## src/rtl/arb_pkg.sv

```systemverilog
// Shared types and defaults for the round-robin register write arbiter.
package arb_pkg;

    typedef enum logic [1:0] {
        ST_IDLE   = 2'd0,
        ST_GRANT  = 2'd1,
        ST_LOCKED = 2'd2
    } state_t;

    localparam int DEF_NREQ    = 4;
    localparam int DEF_W       = 8;
    localparam int DEF_NREG    = 4;
    localparam int DEF_AW      = 2;
    localparam int DEF_IW      = 2;
    localparam int DEF_MAXLOCK = 8;

    // Sized for the largest supported requester count (8).
    function automatic logic [2:0] onehot_to_idx(input logic [7:0] oh);
        logic [2:0] idx;
        idx = '0;
        for (int i = 0; i < 8; i++) begin
            if (oh[i]) idx = 3'(i);
        end
        return idx;
    endfunction

endpackage

```

## src/rtl/rr_pick.sv

```systemverilog
// Combinational round-robin picker: first active request at or after ptr, wrapping.
module rr_pick
    import arb_pkg::*;
#(
    parameter int NREQ = DEF_NREQ,
    parameter int IW   = DEF_IW
) (
    input  logic [NREQ-1:0] req,
    input  logic [IW-1:0]   ptr,
    output logic [NREQ-1:0] win,
    output logic [IW-1:0]   win_idx
);

    // Walk from the farthest offset down so the nearest request overwrites last.
    // NREQ is a power of two, so IW-bit addition wraps modulo NREQ for free.
    always_comb begin
        win = '0;
        for (int off = NREQ - 1; off >= 0; off--) begin
            if (req[ptr + IW'(off)]) begin
                win                  = '0;
                win[ptr + IW'(off)]  = 1'b1;
            end
        end
        win_idx = IW'(onehot_to_idx(8'(win)));
    end

endmodule

```

## src/rtl/reg_write_arbiter.sv

```systemverilog
// Round-robin write arbiter sharing a register bank among requesters, with bounded lock bursts.
module reg_write_arbiter
    import arb_pkg::*;
#(
    parameter int NREQ    = DEF_NREQ,
    parameter int W       = DEF_W,
    parameter int NREG    = DEF_NREG,
    parameter int AW      = DEF_AW,
    parameter int IW      = DEF_IW,
    parameter int MAXLOCK = DEF_MAXLOCK
) (
    input  logic              clock,
    input  logic              reset,
    input  logic [NREQ-1:0]   req,
    input  logic [NREQ-1:0]   lock,
    input  logic [NREQ*AW-1:0] addr,
    input  logic [NREQ*W-1:0] wdata,
    output logic [NREQ-1:0]   gnt,
    output logic [NREG-1:0]   reg_ena,
    output logic [W-1:0]      reg_d,
    output logic [IW-1:0]     owner,
    output logic              locked,
    output logic              err
);

    state_t          state, state_nxt;
    logic [IW-1:0]   ptr, ptr_nxt;
    logic [7:0]      cnt, cnt_nxt;
    logic            lock_pend, lock_pend_nxt;
    logic [NREQ-1:0] gnt_nxt;
    logic [NREG-1:0] ena_nxt;
    logic [W-1:0]    d_nxt;
    logic [IW-1:0]   owner_nxt;
    logic            locked_nxt, err_nxt;

    logic [NREQ-1:0] pick_win;
    logic [IW-1:0]   pick_idx;
    logic            do_arb, wr;
    logic [IW-1:0]   sel;
    logic [AW-1:0]   sel_addr;

    rr_pick #(.NREQ(NREQ), .IW(IW)) u_pick (
        .req     (req),
        .ptr     (ptr),
        .win     (pick_win),
        .win_idx (pick_idx)
    );

    always_comb begin
        // NOTE: every variable gets a default first so no path leaves one unassigned (no latches).
        state_nxt     = state;
        ptr_nxt       = ptr;
        cnt_nxt       = cnt;
        lock_pend_nxt = 1'b0;
        gnt_nxt       = '0;
        ena_nxt       = '0;
        d_nxt         = reg_d;
        owner_nxt     = owner;
        locked_nxt    = 1'b0;
        err_nxt       = 1'b0;
        do_arb        = 1'b0;
        wr            = 1'b0;
        sel           = owner;
        sel_addr      = '0;

        case (state)
            ST_IDLE: do_arb = 1'b1;
            ST_GRANT: begin
                if (lock_pend && MAXLOCK > 1) begin
                    state_nxt  = ST_LOCKED;
                    cnt_nxt    = 8'd1;
                    locked_nxt = 1'b1;
                    wr         = req[owner];
                end else begin
                    do_arb = 1'b1;
                end
            end
            ST_LOCKED: begin
                if (!lock[owner] || cnt >= 8'(MAXLOCK)) begin
                    do_arb = 1'b1;
                end else begin
                    cnt_nxt    = cnt + 8'd1;
                    locked_nxt = 1'b1;
                    wr         = req[owner];
                end
            end
            default: state_nxt = ST_IDLE;
        endcase

        // ptr already sits at owner+1 on lock exit, so the owner cannot jump the queue.
        if (do_arb) begin
            if (|req) begin
                state_nxt     = ST_GRANT;
                wr            = 1'b1;
                sel           = pick_idx;
                ptr_nxt       = pick_idx + IW'(1);
                owner_nxt     = pick_idx;
                lock_pend_nxt = lock[pick_idx];
            end else begin
                state_nxt = ST_IDLE;
            end
        end

        if (wr) begin
            gnt_nxt[sel] = 1'b1;
            d_nxt        = wdata[sel*W +: W];
            sel_addr     = addr[sel*AW +: AW];
            for (int j = 0; j < NREG; j++) begin
                if (32'(sel_addr) == j) ena_nxt[j] = 1'b1;
            end
            err_nxt = (32'(sel_addr) >= NREG);
        end
    end

    // NOTE: sequential state uses non-blocking assignments so every register updates from pre-edge values.
    always_ff @(posedge clock or negedge reset) begin
        if (!reset) begin
            state     <= ST_IDLE;
            ptr       <= '0;
            cnt       <= '0;
            lock_pend <= 1'b0;
            gnt       <= '0;
            reg_ena   <= '0;
            reg_d     <= '0;
            owner     <= '0;
            locked    <= 1'b0;
            err       <= 1'b0;
        end else begin
            state     <= state_nxt;
            ptr       <= ptr_nxt;
            cnt       <= cnt_nxt;
            lock_pend <= lock_pend_nxt;
            gnt       <= gnt_nxt;
            reg_ena   <= ena_nxt;
            reg_d     <= d_nxt;
            owner     <= owner_nxt;
            locked    <= locked_nxt;
            err       <= err_nxt;
        end
    end

endmodule

```

## config.mk

```make
export PLATFORM = sky130hd
export DESIGN_NAME = reg_write_arbiter
export DESIGN_NICKNAME = d
export VERILOG_FILES = /design/src/rtl/arb_pkg.sv /design/src/rtl/rr_pick.sv /design/src/rtl/reg_write_arbiter.sv
export SDC_FILE = /design/constraint.sdc
export NUM_CORES = 1
export LEC_CHECK = 0
export CAP_MARGIN = 15
export CORE_MARGIN = 2
export CORE_UTILIZATION = 45
export CTS_CLUSTER_DIAMETER = 100
export CTS_CLUSTER_SIZE = 28
export DETAILED_ROUTE_END_ITERATION = 8
export PLACE_DENSITY = 0.77
export SYNTH_ARGS = -nofsm -noshare
export SYNTH_HDL_FRONTEND = slang
export SYNTH_SLANG_ARGS = --single-unit
```

## constraint.sdc

```tcl
create_clock -name clock -period 5.4 [get_ports clock]
set_input_delay 1.35 -clock clock [delete_from_list [all_inputs] [get_ports clock]]
set_output_delay 1.35 -clock clock [all_outputs]
set_load 0.01 [all_outputs]
```

Word level (Yosys, flattened, before mapping)
Index checks and enable logic that the tools add are counted.
Cells by class
  add/sub/neg operators: 5
  $lt $le $gt $ge: 13
  eq/ne operators: 9
  shift operators: 2
  muxes and demuxes: 59
  reduce and logical (&&, ||, !) cells: 15
Operators by type and width (number)
  variable part select 32 x 6 -> 8 bit: 1
  two-way mux 1 bit: 28
  two-way mux 4 bit: 6
  < comparator 2 x 3 -> 1 bit (second input constant): 7
  two-way mux 8 bit: 2
  one-hot mux 8 bit (2 select lines): 1
  binary-select mux 1 bit (select 2 bit): 7
  two-way mux 2 bit: 6
  demux 1 bit (select 2 bit): 5
  greater-or-equal comparator 2 x 1 -> 1 bit (second input constant): 5
  adder 8 x 1 -> 8 bit (second input constant): 1
  greater-or-equal comparator 8 x 4 -> 1 bit (second input constant): 1
  variable part select 8 x 4 -> 2 bit: 1
  == test 2 bit (second input constant): 3
  logical AND 1 bit: 5
  adder 2 x 1 -> 2 bit (second input constant): 2
  adder 2 bit (second input constant): 2
  == test 2 x 1 -> 1 bit (second input constant): 2
  zero test 2 bit: 2
  != test 2 bit (second input constant): 2
  one-hot mux 1 bit (2 select lines): 2
  one-hot mux 2 bit (2 select lines): 1
  AND reduction 2 bit: 2
  OR reduction 4 bit: 1
  8 further kinds: 8
Storage, ports and cells
  register bits after elaboration: 32

Depth between registers and ports, before layout
  depth in word-level cells: 19
  gate-level depth with buffers: 12
  gate-level depth less buffers: 9

By module
Synthesis repeated with hierarchy kept, for this count alone.
Second synthesis, totals
  cell total of the unflattened synthesis: 267
  area, all modules: 2404.8 um^2
By module, submodules not included
  reg_write_arbiter: times used 1, cells an instance 227, area an instance 2011.9 um^2, sequential area each 800.8 um^2
  rr_pick: times used 1, cells an instance 40, area an instance 392.9 um^2, sequential area each 0.0 um^2

Worst setup path before layout
OpenSTA, ideal clock, no wires.
  kind: in2reg
  start point: in req[1]
  end point: reg reg_ena[0]
  data arrival time: 3.422 ns
  path slack: 1.898 ns
  stages on the path: 7
  cells stage by stage: mux4_2 > or3b_4 > a211oi_4 > nor2_2 > a32o_2 > a221oi_2 > nor3b_2
Between the ends
  longest elaborated chain between the ends: 15
Ends and longest elaborated chain
  from (decl): RTL line reg_write_arbiter.sv:14  | input logic [NREQ-1:0] req,
  binary-select mux 1 bit (select 2 bit): RTL line rr_pick.sv:19  | if (req[ptr + IW'(off)]) begin
  two-way mux 1 bit (not written as such): RTL line rr_pick.sv:19
  two-way mux 4 bit (4 in series): RTL line rr_pick.sv:19
  two-way mux 1 bit: RTL line arb_pkg.sv:22  | if (oh[i]) idx = 3'(i);
  two-way mux 2 bit (2 in series): RTL line arb_pkg.sv:22
  two-way mux 2 bit (2 in series)
  variable part select 8 x 4 -> 2 bit: RTL line reg_write_arbiter.sv:107  | sel_addr = addr[sel*AW +: AW];
  zero test 2 bit: RTL line reg_write_arbiter.sv:109  | if (32'(sel_addr) == j) ena_nxt[j] = 1'b1;
  two-way mux 1 bit: RTL line reg_write_arbiter.sv:109
  two-way mux 4 bit (*): RTL line reg_write_arbiter.sv:104  | if (wr) begin
  named net ena_nxt[0]: RTL line reg_write_arbiter.sv:31  | logic [NREG-1:0] ena_nxt;
  to (signal assigned): RTL line reg_write_arbiter.sv:134  | reg_ena <= ena_nxt;
  to (decl): RTL line reg_write_arbiter.sv:19  | output logic [NREG-1:0] reg_ena,
Mark *: on every way through the listed nets, which the timed path passes. The rest lies on a longest branch. The select of a mux whose other input is x is not followed.
A chain may end at the register's enable or synchronous reset.

Final worst setup path
  start point: in req[3]
  end point: reg reg_ena[0]
Same word-level chain as after synthesis.

==> out/qor.csv <==
metric,value,unit
clock latency on the worst-skew pair,0.28,ns
Tot Pwr,2.13,mW
largest net degree at the start of global routing,33,
maximum clock rate,251,MHz
DR vias/cell,5.73,
CTS Hold Bufs,0,
status,"complete, no violations",
initial core utilization,0.459,
grt total ovfl,0,
Setup TNS,0,ns
Post-synth EDFFs,0,
RR Startpoint,owner[0],
Post-Synth Adder-Cell Area,0.0653,
Mapped Nets,297,
Total GRT Usage,0.233,
Die H,75.5,um
worst path arrival time,4.18,ns
CP peak stage delay,0.55,ns
VDD IR-drop max,0.365,mV
Synth warnings,0,
combinational family with the most area after synthesis,compound AO/OA/AOI/OAI gates,
most frequent cells after synthesis,"dfrtp_1 (32), nor2_1 (21), inv_1 (18)",
Final setup viols,0,
RSZ-0062 raised after global routing,no,
top_reg_cell synth,dfrtp_1,
Yosys reg bits,32,
CTS tree,done,
post-synth cell types,57,
Residual DRC,0,
Worst path top cell family by delay,compound AO/OA/AOI/OAI gates,
Worst Setup Start Kind,primary input,
post-synthesis mux area share,0.134,
initial DRC count,69,
Longest Clk Path Bufs,2,
Compound-Gate Fraction of Synth Area,0.251,
vias in the first global route,2151,
Rel. slew slack,0.523,
final WL,5930,um
Synth area leader,dfrtp_1,
area grow syn2layout,38.1,%
PD cells,672,mW/mm^2
Layout Skew,0.00557,ns
Synth async-reset ratio,1.00,
post-CTS setup buffer count,0,
Synth Area in Simple Gates,0.148,
FP Rows,26,
Post-Syn Area,0.00230,sq mm
CTS resizes,0,
post-layout util,0.634,
Cells after Synth,235,
initial antenna violation count,0,
number of buffers created by CTS,5,
Core ar.,0.00501,sq mm
worst path bufs/invs,1,
Diodes inserted,0,
Syn Area/Cell,9.78,sq um
clock root buffer,clkbuf_8,
hold_sp,cnt[7],
fin nets,367,
full die area,0.00570,sq mm
post-synthesis sequential area ratio,0.348,
minimum clock period,3.98,ns
top cells by area in the synthesized netlist,"dfrtp_1 (35%), ha_1 (6.5%), mux2i_1 (4.8%)",
hpwl dp,4590,um
Pins Over Slew Limit,0,
worst slew pin tran,0.709,ns
vias,2153,
# Max-Cap Violations,0,
layout cells sized above 1,0.101,
Hold Crit Class,register to register,
drt pass-1 iters,4,
global-route wire length before repair,10000,um
final period utilization,0.738,
required time of the critical path,5.60,ns
input/output buffers,68,
Final ANT Viol Nets,0,
CP max stage cell,mux4_2,
post-synthesis xor/xnor area fraction,0.00381,
cell chain of the critical path,clkdlybuf4s50_1 > mux4_2 > or3b_4 > a211oi_4 > nor2_2 > a32o_2 > a221oi_2 > nor3b_2,
post-synth top area share,0.348,
top-count cell post-synth,dfrtp_1,
Die W,75.5,um
"Reg clk slew, reported paths",0.06,ns
Sink Count,32,
CTS H-Tree Depth,2,
crit-path max FO,6,
I/O Pins,70,
WL/cell,15.8,um
Critical path origin,req[3],
Fin. Hold Viols,0,
WS Path Type,primary input to register,
Worst Setup End Kind,register,
leakage,1.36,nW
Final Wtd Congestion,0.957,
area by class of cell:
class                      instances  area, sq um
fill                             429         1840
clock buffer                       7         96.3
tap                               70         87.6
multi-input combinational        177         1390
clock inverter                     1         30.0
timing repair buffer              71          703
sequential                        32          801
inverter                          18         67.6
power by group:
part / internal, mW / total, mW / switching (mW)
registers: 0.332 / 0.419 / 0.0866
logic: 0.656 / 1.47 / 0.810
clock network: 0.163 / 0.249 / 0.0858
total: 1.15 / 2.13 / 0.982
flip-flops by register name (all words and copies together), names as in the netlist:
register and cells:
owner 2, gnt 4, reg_ena 4, cnt 8, locked 1, ptr 2
lock_pend 1, reg_d 8, state 2
worst reg2reg max path, stage by stage, from the launching register on:
cell	delay (ns)
dfrtp_1	0.66
mux4_2	0.63
a31oi_2	0.31
o21a_1	0.34
a21o_1	0.43
o221ai_1	0.37
a22oi_1	0.25
o31ai_1	0.11
kinds of logic (layout without fill, tap and decap cells):
group | after synthesis | count (layout)
AO/OA/AOI/OAI | 77 | 77
XOR/XNOR | 1 | 1
adder cells (fa/ha/maj) | 12 | 12
buffers and inverters | 26 | 97
flip-flops | 32 | 32
multiplexers | 22 | 22
other | 1 | 1
AND/OR/NAND/NOR | 64 | 64
stage by stage:
step | std cells | hold slack (ns) | worst slack [ns] | instance area [sq um]
2_1_floorplan | 235 | 0.463 | 1.90 | 2300
3_3_place_gp | 368 | 0.489 | 1.18 | 3050
4_1_cts | 376 | 0.517 | 1.44 | 3170
6_report | 376 | 0.511 | 1.42 | 3170
3_5_place_dp | 368 | 0.506 | 1.15 | 3050
5_1_grt | 376 | 0.556 | 1.21 | 3170
layout by cell type (no fill, tap or decap), drive strengths merged, types with 2 or more instances in the layout:
| master | n |
|---|---|
| nand3 | 3 |
| a21o | 2 |
| a31oi | 4 |
| a22oi | 10 |
| and3 | 2 |
| o221ai | 3 |
| nor2b | 3 |
| clkdlybuf4s50 | 68 |
| inv | 18 |
| mux2 | 5 |
| a221oi | 4 |
| buf | 3 |
| o22ai | 5 |
| a21oi | 9 |
| or3b | 2 |
| o21ai | 13 |
| nor3 | 2 |
| clkbuf | 7 |
| mux2i | 11 |
| ha | 12 |
| and2 | 4 |
| a211oi | 6 |
| nand2b | 4 |
| nor3b | 2 |
| nor4 | 3 |
| dfrtp | 32 |
| mux4 | 6 |
| nand2 | 11 |
| a211o | 2 |
| nor2 | 22 |
| or3 | 2 |
| o211ai | 2 |
| o31ai | 6 |
| nand4 | 3 |
| o21a | 3 |
layer usage:
metal	share of wire	global-route usage	vias to the layer above	routed length, um
li1	-	-	1031	-
met1	0.42	0.301	1014	2490
met2	0.49	0.380	96	2880
met3	0.077	0.0648	12	455
met4	0.017	0.0780	0	102
met5	0	0	-	0
worst paths after layout:
kind	cells after the start	end	slack [ns]
setup / recovery	8	reg_ena[0]	1.42
hold / removal	2	cnt[7]	0.51
setup reg to reg	7	reg_d[4]	2.17
hold reg to reg	2	cnt[7]	0.51
max in group asynchronous	2	cnt[2]	3.65
min in group asynchronous	2	state[0]	1.46
(Power assumes the default switching activity.)
